$ cat src/rtl/serial_add_sub_ctrl.sv
// Bit-serial adder/subtractor: one full adder stepped LSB-first over WIDTH cycles.
// Optional signed-overflow output ovf_o is enabled by defining SERIAL_ADDSUB_OVF_EN.
module serial_add_sub_ctrl #(
  parameter int WIDTH = 8
) (
  input  logic             clk_i,
  input  logic             rst_i,
  input  logic             start_i,
  input  logic             sub_i,
  input  logic [WIDTH-1:0] a_i,
  input  logic [WIDTH-1:0] b_i,
  output logic             busy_o,
  output logic             done_o,
  output logic [WIDTH-1:0] sum_o,
  output logic             cout_o,
  output logic [1:0]       dbg_state_o
`ifdef SERIAL_ADDSUB_OVF_EN
  ,
  output logic             ovf_o
`endif
);

  localparam int IDXW = $clog2(WIDTH);

  typedef enum logic [1:0] {
    IDLE = 2'd0,
    RUN  = 2'd1,
    DONE = 2'd2
  } state_e;

  state_e           state_q, state_d;
  logic [WIDTH-1:0] a_q, b_q, sum_q, sum_d;
  logic             carry_q, cout_q;
  logic [IDXW-1:0]  idx_q;
  logic             bit_x, bit_y, bit_s, bit_c, last_bit;

  // Subtraction is a + ~b + 1: b is inverted at accept and the carry seeded with sub.
  assign bit_x    = a_q[idx_q];
  assign bit_y    = b_q[idx_q];
  assign bit_s    = bit_x ^ bit_y ^ carry_q;
  assign bit_c    = (bit_x & bit_y) | (bit_x & carry_q) | (bit_y & carry_q);
  assign last_bit = (idx_q == IDXW'(WIDTH - 1));

  always_comb begin
    sum_d        = sum_q;
    sum_d[idx_q] = bit_s;
  end

  always_ff @(posedge clk_i) begin
    if (rst_i) state_q <= IDLE;
    else       state_q <= state_d;
  end

  always_comb begin
    state_d = state_q;
    case (state_q)
      IDLE:    if (start_i) state_d = RUN;
      RUN:     if (last_bit) state_d = DONE;
      DONE:    state_d = IDLE;
      default: state_d = IDLE;
    endcase
  end

  always_comb begin
    busy_o      = (state_q == RUN);
    done_o      = (state_q == DONE);
    dbg_state_o = state_q;
  end

  always_ff @(posedge clk_i) begin
    if (rst_i) begin
      a_q     <= '0;
      b_q     <= '0;
      carry_q <= 1'b0;
      idx_q   <= '0;
      sum_q   <= '0;
      cout_q  <= 1'b0;
    end else if (state_q == IDLE && start_i) begin
      a_q     <= a_i;
      b_q     <= sub_i ? ~b_i : b_i;
      carry_q <= sub_i;
      idx_q   <= '0;
      sum_q   <= '0;
      cout_q  <= 1'b0;
    end else if (state_q == RUN) begin
      sum_q   <= sum_d;
      carry_q <= bit_c;
      idx_q   <= last_bit ? '0 : idx_q + IDXW'(1);
      if (last_bit) cout_q <= bit_c;
    end
  end

  assign sum_o  = sum_q;
  assign cout_o = cout_q;

`ifdef SERIAL_ADDSUB_OVF_EN
  logic ovf_q;

  // Carry into the MSB is carry_q on the final step; carry out is bit_c.
  always_ff @(posedge clk_i) begin
    if (rst_i)                              ovf_q <= 1'b0;
    else if (state_q == IDLE && start_i)    ovf_q <= 1'b0;
    else if (state_q == RUN && last_bit)    ovf_q <= carry_q ^ bit_c;
  end

  assign ovf_o = ovf_q;
`endif

endmodule

$ cat config.mk
export PLATFORM = sky130hd
export DESIGN_NAME = serial_add_sub_ctrl
export DESIGN_NICKNAME = d
export VERILOG_FILES = /design/src/rtl/serial_add_sub_ctrl.sv
export SDC_FILE = /design/constraint.sdc
export NUM_CORES = 1
export LEC_CHECK = 0
export ABC_AREA = 1
export CAP_MARGIN = 20
export CELL_PAD_IN_SITES_DETAIL_PLACEMENT = 1
export CELL_PAD_IN_SITES_GLOBAL_PLACEMENT = 1
export CORE_AREA = 2 2 71 80
export DETAILED_ROUTE_END_ITERATION = 10
export DIE_AREA = 0 0 73 82
export GPL_ROUTABILITY_DRIVEN = 0
export HOLD_SLACK_MARGIN = 0.1
export PLACE_DENSITY_LB_ADDON = 0.1
export SKIP_CTS_REPAIR_TIMING = 1
export SYNTH_ARGS = -nofsm -noshare
export SYNTH_HDL_FRONTEND = slang
export SYNTH_SLANG_ARGS = --single-unit
$ cat constraint.sdc
create_clock -name clk_i -period 1.85 [get_ports clk_i]
set_input_delay 0.37 -clock clk_i [delete_from_list [all_inputs] [get_ports clk_i]]
set_output_delay 0.37 -clock clk_i [all_outputs]
set_load 0.01 [all_outputs]
==> implementation parameters, run 1 <==
Parameter                              Value

Timing
  Crit path setup slack, layout ... -0.00509 ns
  Max frequency ... 539 MHz
  RSZ-0062 raised after global routing ... yes
  Minimum clock period after layout ... 1.86 ns
  Worst Skew ... 0.0105 ns
  Final count of pins violating max slew ... 0
  Actual slew at the worst max-slew pin ... 0.412 ns
  Number of setup violations in the final report ... 1
  Final Hold Viols ... 0
  Summed negative setup slack over all endpoints ... -0.00509 ns
  Hold WS ... 0.450 ns
  Max transition margin ... 0.725
  Share of the clock period used by the worst path after layout ... 1.00

Routing
  Remaining antenna violation count after routing ... 0
  Routed met3 length ... 127 um
  Remaining design rule violation count ... 0
  Wire per inst ... 11.6 um
  Max layer used ... met4
  Via density ... 4.46
  Routed met1 length ... 1780 um
  Met2 WL ... 1850 um
  Wire length after detailed routing ... 3830 um
  Number of detailed-routing iterations run before antenna repair ... 4
  Drt first-iter violations ... 11
  Vias after detailed routing ... 1,475

Worst setup path
  Critical path data required time ... 2.03 ns
  List of cells traversed by the critical path ... inv_4 -> buf_6 -> nand3_2 -> nand2_2 -> nand2_2 -> nand2_2 -> nor2_4 -> fa_2 -> nand3_2 -> nand2_1 -> nor2_1
  Worst Path Class, Setup ... reg2reg
  Category of cells accounting for the largest share of critical-path delay ... adder cells
  CP dominant cell by count ... sky130_fd_sc_hd__nand2_2
  Largest fanout on the critical path ... 8
  Nature of the critical path startpoint ... flop
  Delay contributed by the slowest stage of the critical path ... 0.66 ns
  Crit path buffers/inverters ... 2
  Sort of element at the end of the critical path ... flop
  Cell with the biggest individual delay on the critical path ... sky130_fd_sc_hd__fa_2
  Data arrival time of the worst path ... 2.04 ns

Power and ir drop
  Final total power ... 1.71 mW
  Net switching power figure ... 0.441 mW
  Logic pwr share ... 0.160
  Switching Fraction ... 0.258
  Peak ir drop on the vdd network ... 0.279 mV
  Static Leakage ... 0.955 nW
  Clock network power share ... 0.414
  Power per standard cell area ... 776 nW/um^2
  Sequential fraction of design power ... 0.425
  Internal Dissipation ... 1.27 mW

Floorplan
  Floorplan die height ... 82 um
  DIE WIDTH ... 73 um
  Core Footprint ... 5220 sq um
  Initial standard-cell utilization of the core ... 0.286
  Number of core rows ... 28
  Overall die area ... 5990 sq um
  Num ports ... 33

Global route
  Pin count of the biggest net entering global routing ... 19
  Total track usage ... 0.145
  GRT Residual Overflow ... 0
  Initial antenna violation count ... 0
  First-pass GRT wire length ... 6640 um
  Number of global-route vias before repair ... 1,463

Clocking
  Clock network latency to the later pin of the worst-skew pair ... 0.29 ns
  Clock tree from TritonCTS ... yes
  Sinks on the clock net ... 31
  # H-tree levels ... 2
  Clock tree root buffer cell ... sky130_fd_sc_hd__clkbuf_8
  Register clock-pin slew on the reported worst setup and hold paths ... 0.08 ns
  Maximum clock insertion buffer count ... 2
  Total CTS buffers ... 5

Synth
  Area of the mapped netlist ... 1500 sq um
  Sequential-to-total area share from yosys stat ... 0.415
  Average instance area after synthesis ... 6.80 sq um
  Yosys reg bits ... 31
  Count of cell types in the netlist ... 23
  Number of warning messages in the yosys log ... 0
  Synth Instances ... 220
  Syn_nets ... 243

Outcome
  Outcome ... complete, but fails checks
  Violated checks ... setup timing

Place
  Port Buffer Count ... 32
  Post-detail-place hpwl ... 2930 um
  Placed cell areas ... 1990 sq um

Finish
  Number of nets in the final layout ... 293
  Final Cell Area ... 2200 sq um
  Fraction of final layout cells with drive strength greater than 1 ... 0.214
  Post-route core utilization ... 0.422
  Synthesis-to-finish area growth ... 47.2%
  Inserted Diodes ... 0

Run
  Count of maximum capacitance violations ... 0

Min path
  Worst Hold Class ... reg2reg
==> worst register-to-register path, stage by stage (launching register included) <==
cell and delay (ns):
sky130_fd_sc_hd__dfxtp_4 0.39, sky130_fd_sc_hd__inv_4 0.07, sky130_fd_sc_hd__buf_6 0.10, sky130_fd_sc_hd__nand3_2 0.06
sky130_fd_sc_hd__nand2_2 0.07, sky130_fd_sc_hd__nand2_2 0.06, sky130_fd_sc_hd__nand2_2 0.09, sky130_fd_sc_hd__nor2_4 0.05
sky130_fd_sc_hd__fa_2 0.66, sky130_fd_sc_hd__nand3_2 0.10, sky130_fd_sc_hd__nand2_1 0.08, sky130_fd_sc_hd__nor2_1 0.04
==> metrics by stage <==
| step | setup WS (ns) | std cells |
|---|---|---|
| finish | -0.00509 | 331 |
| floorplan | 0.0436 | 220 |
| global placement | -0.107 | 324 |
| global route | -0.122 | 331 |
| CTS | -0.131 | 332 |
| detailed placement | -0.0856 | 324 |
==> state kept, by name, indices dropped and copies added (netlist names) <==
name and flops:
cout_o 1, idx_q 3, sum_o 8, carry_q 1
dbg_state_o 2, a_q 8, b_q 8
==> path summary, 6_finish.rpt <==
check | from | endpoint | slack [ns] | cells past startpoint
worst max-delay path | idx_q[2]$_SDFFE_PP0N_ | sum_o[6]$_SDFFE_PP0P_ | -0.005 | 11
worst max register to register | idx_q[2]$_SDFFE_PP0N_ | sum_o[6]$_SDFFE_PP0P_ | -0.005 | 11
worst min register to register | b_q[1]$_SDFFE_PP0P_ | b_q[1]$_SDFFE_PP0P_ | 0.45 | 2
worst min-delay path | b_q[1]$_SDFFE_PP0P_ | b_q[1]$_SDFFE_PP0P_ | 0.45 | 2
==> kinds of logic after synthesis <==
family | share of synthesized area
adders and majority gates | 0.0301
xor gates and xnor gates | 0.0469
and+or+nand+nor | 0.358
AOI/OAI and AO/OA | 0.0686
buffers and inverters | 0.0812
DFF | 0.415
==> cell usage after synthesis <==
master	instances	area, sq um
sky130_fd_sc_hd__o21a_1	1	7.51
sky130_fd_sc_hd__nand3_1	19	95.1
sky130_fd_sc_hd__dfxtp_1	31	621
sky130_fd_sc_hd__a21oi_1	8	40.0
sky130_fd_sc_hd__xor2_1	4	35.0
sky130_fd_sc_hd__fa_1	1	20.0
sky130_fd_sc_hd__nand3_2	1	10.0
sky130_fd_sc_hd__nor2_1	52	195
sky130_fd_sc_hd__ha_1	2	25.0
sky130_fd_sc_hd__inv_1	16	60.1
sky130_fd_sc_hd__nand2_1	56	210
sky130_fd_sc_hd__nand2_2	2	12.5
sky130_fd_sc_hd__clkbuf_1	1	3.75
sky130_fd_sc_hd__buf_2	2	10.0
sky130_fd_sc_hd__xnor2_1	4	35.0
sky130_fd_sc_hd__or2_0	1	6.26
sky130_fd_sc_hd__buf_1	1	3.75
sky130_fd_sc_hd__buf_4	1	7.51
sky130_fd_sc_hd__inv_4	1	6.26
sky130_fd_sc_hd__buf_6	2	22.5
sky130_fd_sc_hd__o21ai_0	11	55.1
sky130_fd_sc_hd__inv_2	2	7.51
sky130_fd_sc_hd__nor2_2	1	6.26
==> cell type report <==
type,count,area [sq um]
Tap cell,60,75.1
Timing Repair Buffer,50,470
Sequential cell,31,631
Fill cell,659,3020
Clock buffer,6,82.6
Multi-Input combinational cell,163,828
Clock inverter,2,35.0
Inverter,19,78.8
==> layer usage <==
layer / track usage / vias to the layer above
met5: 0 / -
met4: 0.0611 / 0
met3: 0.0405 / 6
met2: 0.239 / 25
met1: 0.177 / 667
li1: - / 777
==> power groups by stage <==
stage,combinational [mW],clock (mW),sequential [mW]
detailed placement,0.263,0,0.742
CTS,0.264,0.726,0.727
finish,0.274,0.708,0.726
floorplan,0.159,0,0.737
global route,0.313,0.761,0.732
global placement,0.261,0,0.740
==> layout by cell type, fill, tap and decap left out, drive strengths merged <==
cell / instances
clkinv: 1
xor2: 4
inv: 19
nand3: 20
fa: 1
clkdlybuf4s50: 32
or2: 1
xnor2: 4
a21oi: 8
o21a: 1
o21ai: 11
bufinv: 1
nand2: 58
clkbuf: 6
ha: 2
nor2: 53
buf: 18
dfxtp: 31
No activity file was read; power rests on OpenSTA's default activity.
==> run 2, diff against run 1 <==
--- a/config.mk
+++ b/config.mk
@@ -6,13 +6,11 @@
 export NUM_CORES = 1
 export LEC_CHECK = 0
 export ABC_AREA = 1
-export CAP_MARGIN = 20
 export CELL_PAD_IN_SITES_DETAIL_PLACEMENT = 1
 export CELL_PAD_IN_SITES_GLOBAL_PLACEMENT = 1
 export CORE_AREA = 2 2 71 80
 export DETAILED_ROUTE_END_ITERATION = 10
 export DIE_AREA = 0 0 73 82
-export GPL_ROUTABILITY_DRIVEN = 0
 export HOLD_SLACK_MARGIN = 0.1
 export PLACE_DENSITY_LB_ADDON = 0.1
 export SKIP_CTS_REPAIR_TIMING = 1
==> results of run 2 <==
Same layout as run 1: the final DEF is identical, and so are final timing and power.
==> run 3, diff against run 2 <==
--- a/config.mk
+++ b/config.mk
@@ -13,6 +13,7 @@
 export DIE_AREA = 0 0 73 82
 export HOLD_SLACK_MARGIN = 0.1
 export PLACE_DENSITY_LB_ADDON = 0.1
+export RECOVER_POWER = 100
 export SKIP_CTS_REPAIR_TIMING = 1
 export SYNTH_ARGS = -nofsm -noshare
 export SYNTH_HDL_FRONTEND = slang
==> results of run 3 <==
Same layout as run 1: the final DEF is identical, and so are final timing and power.
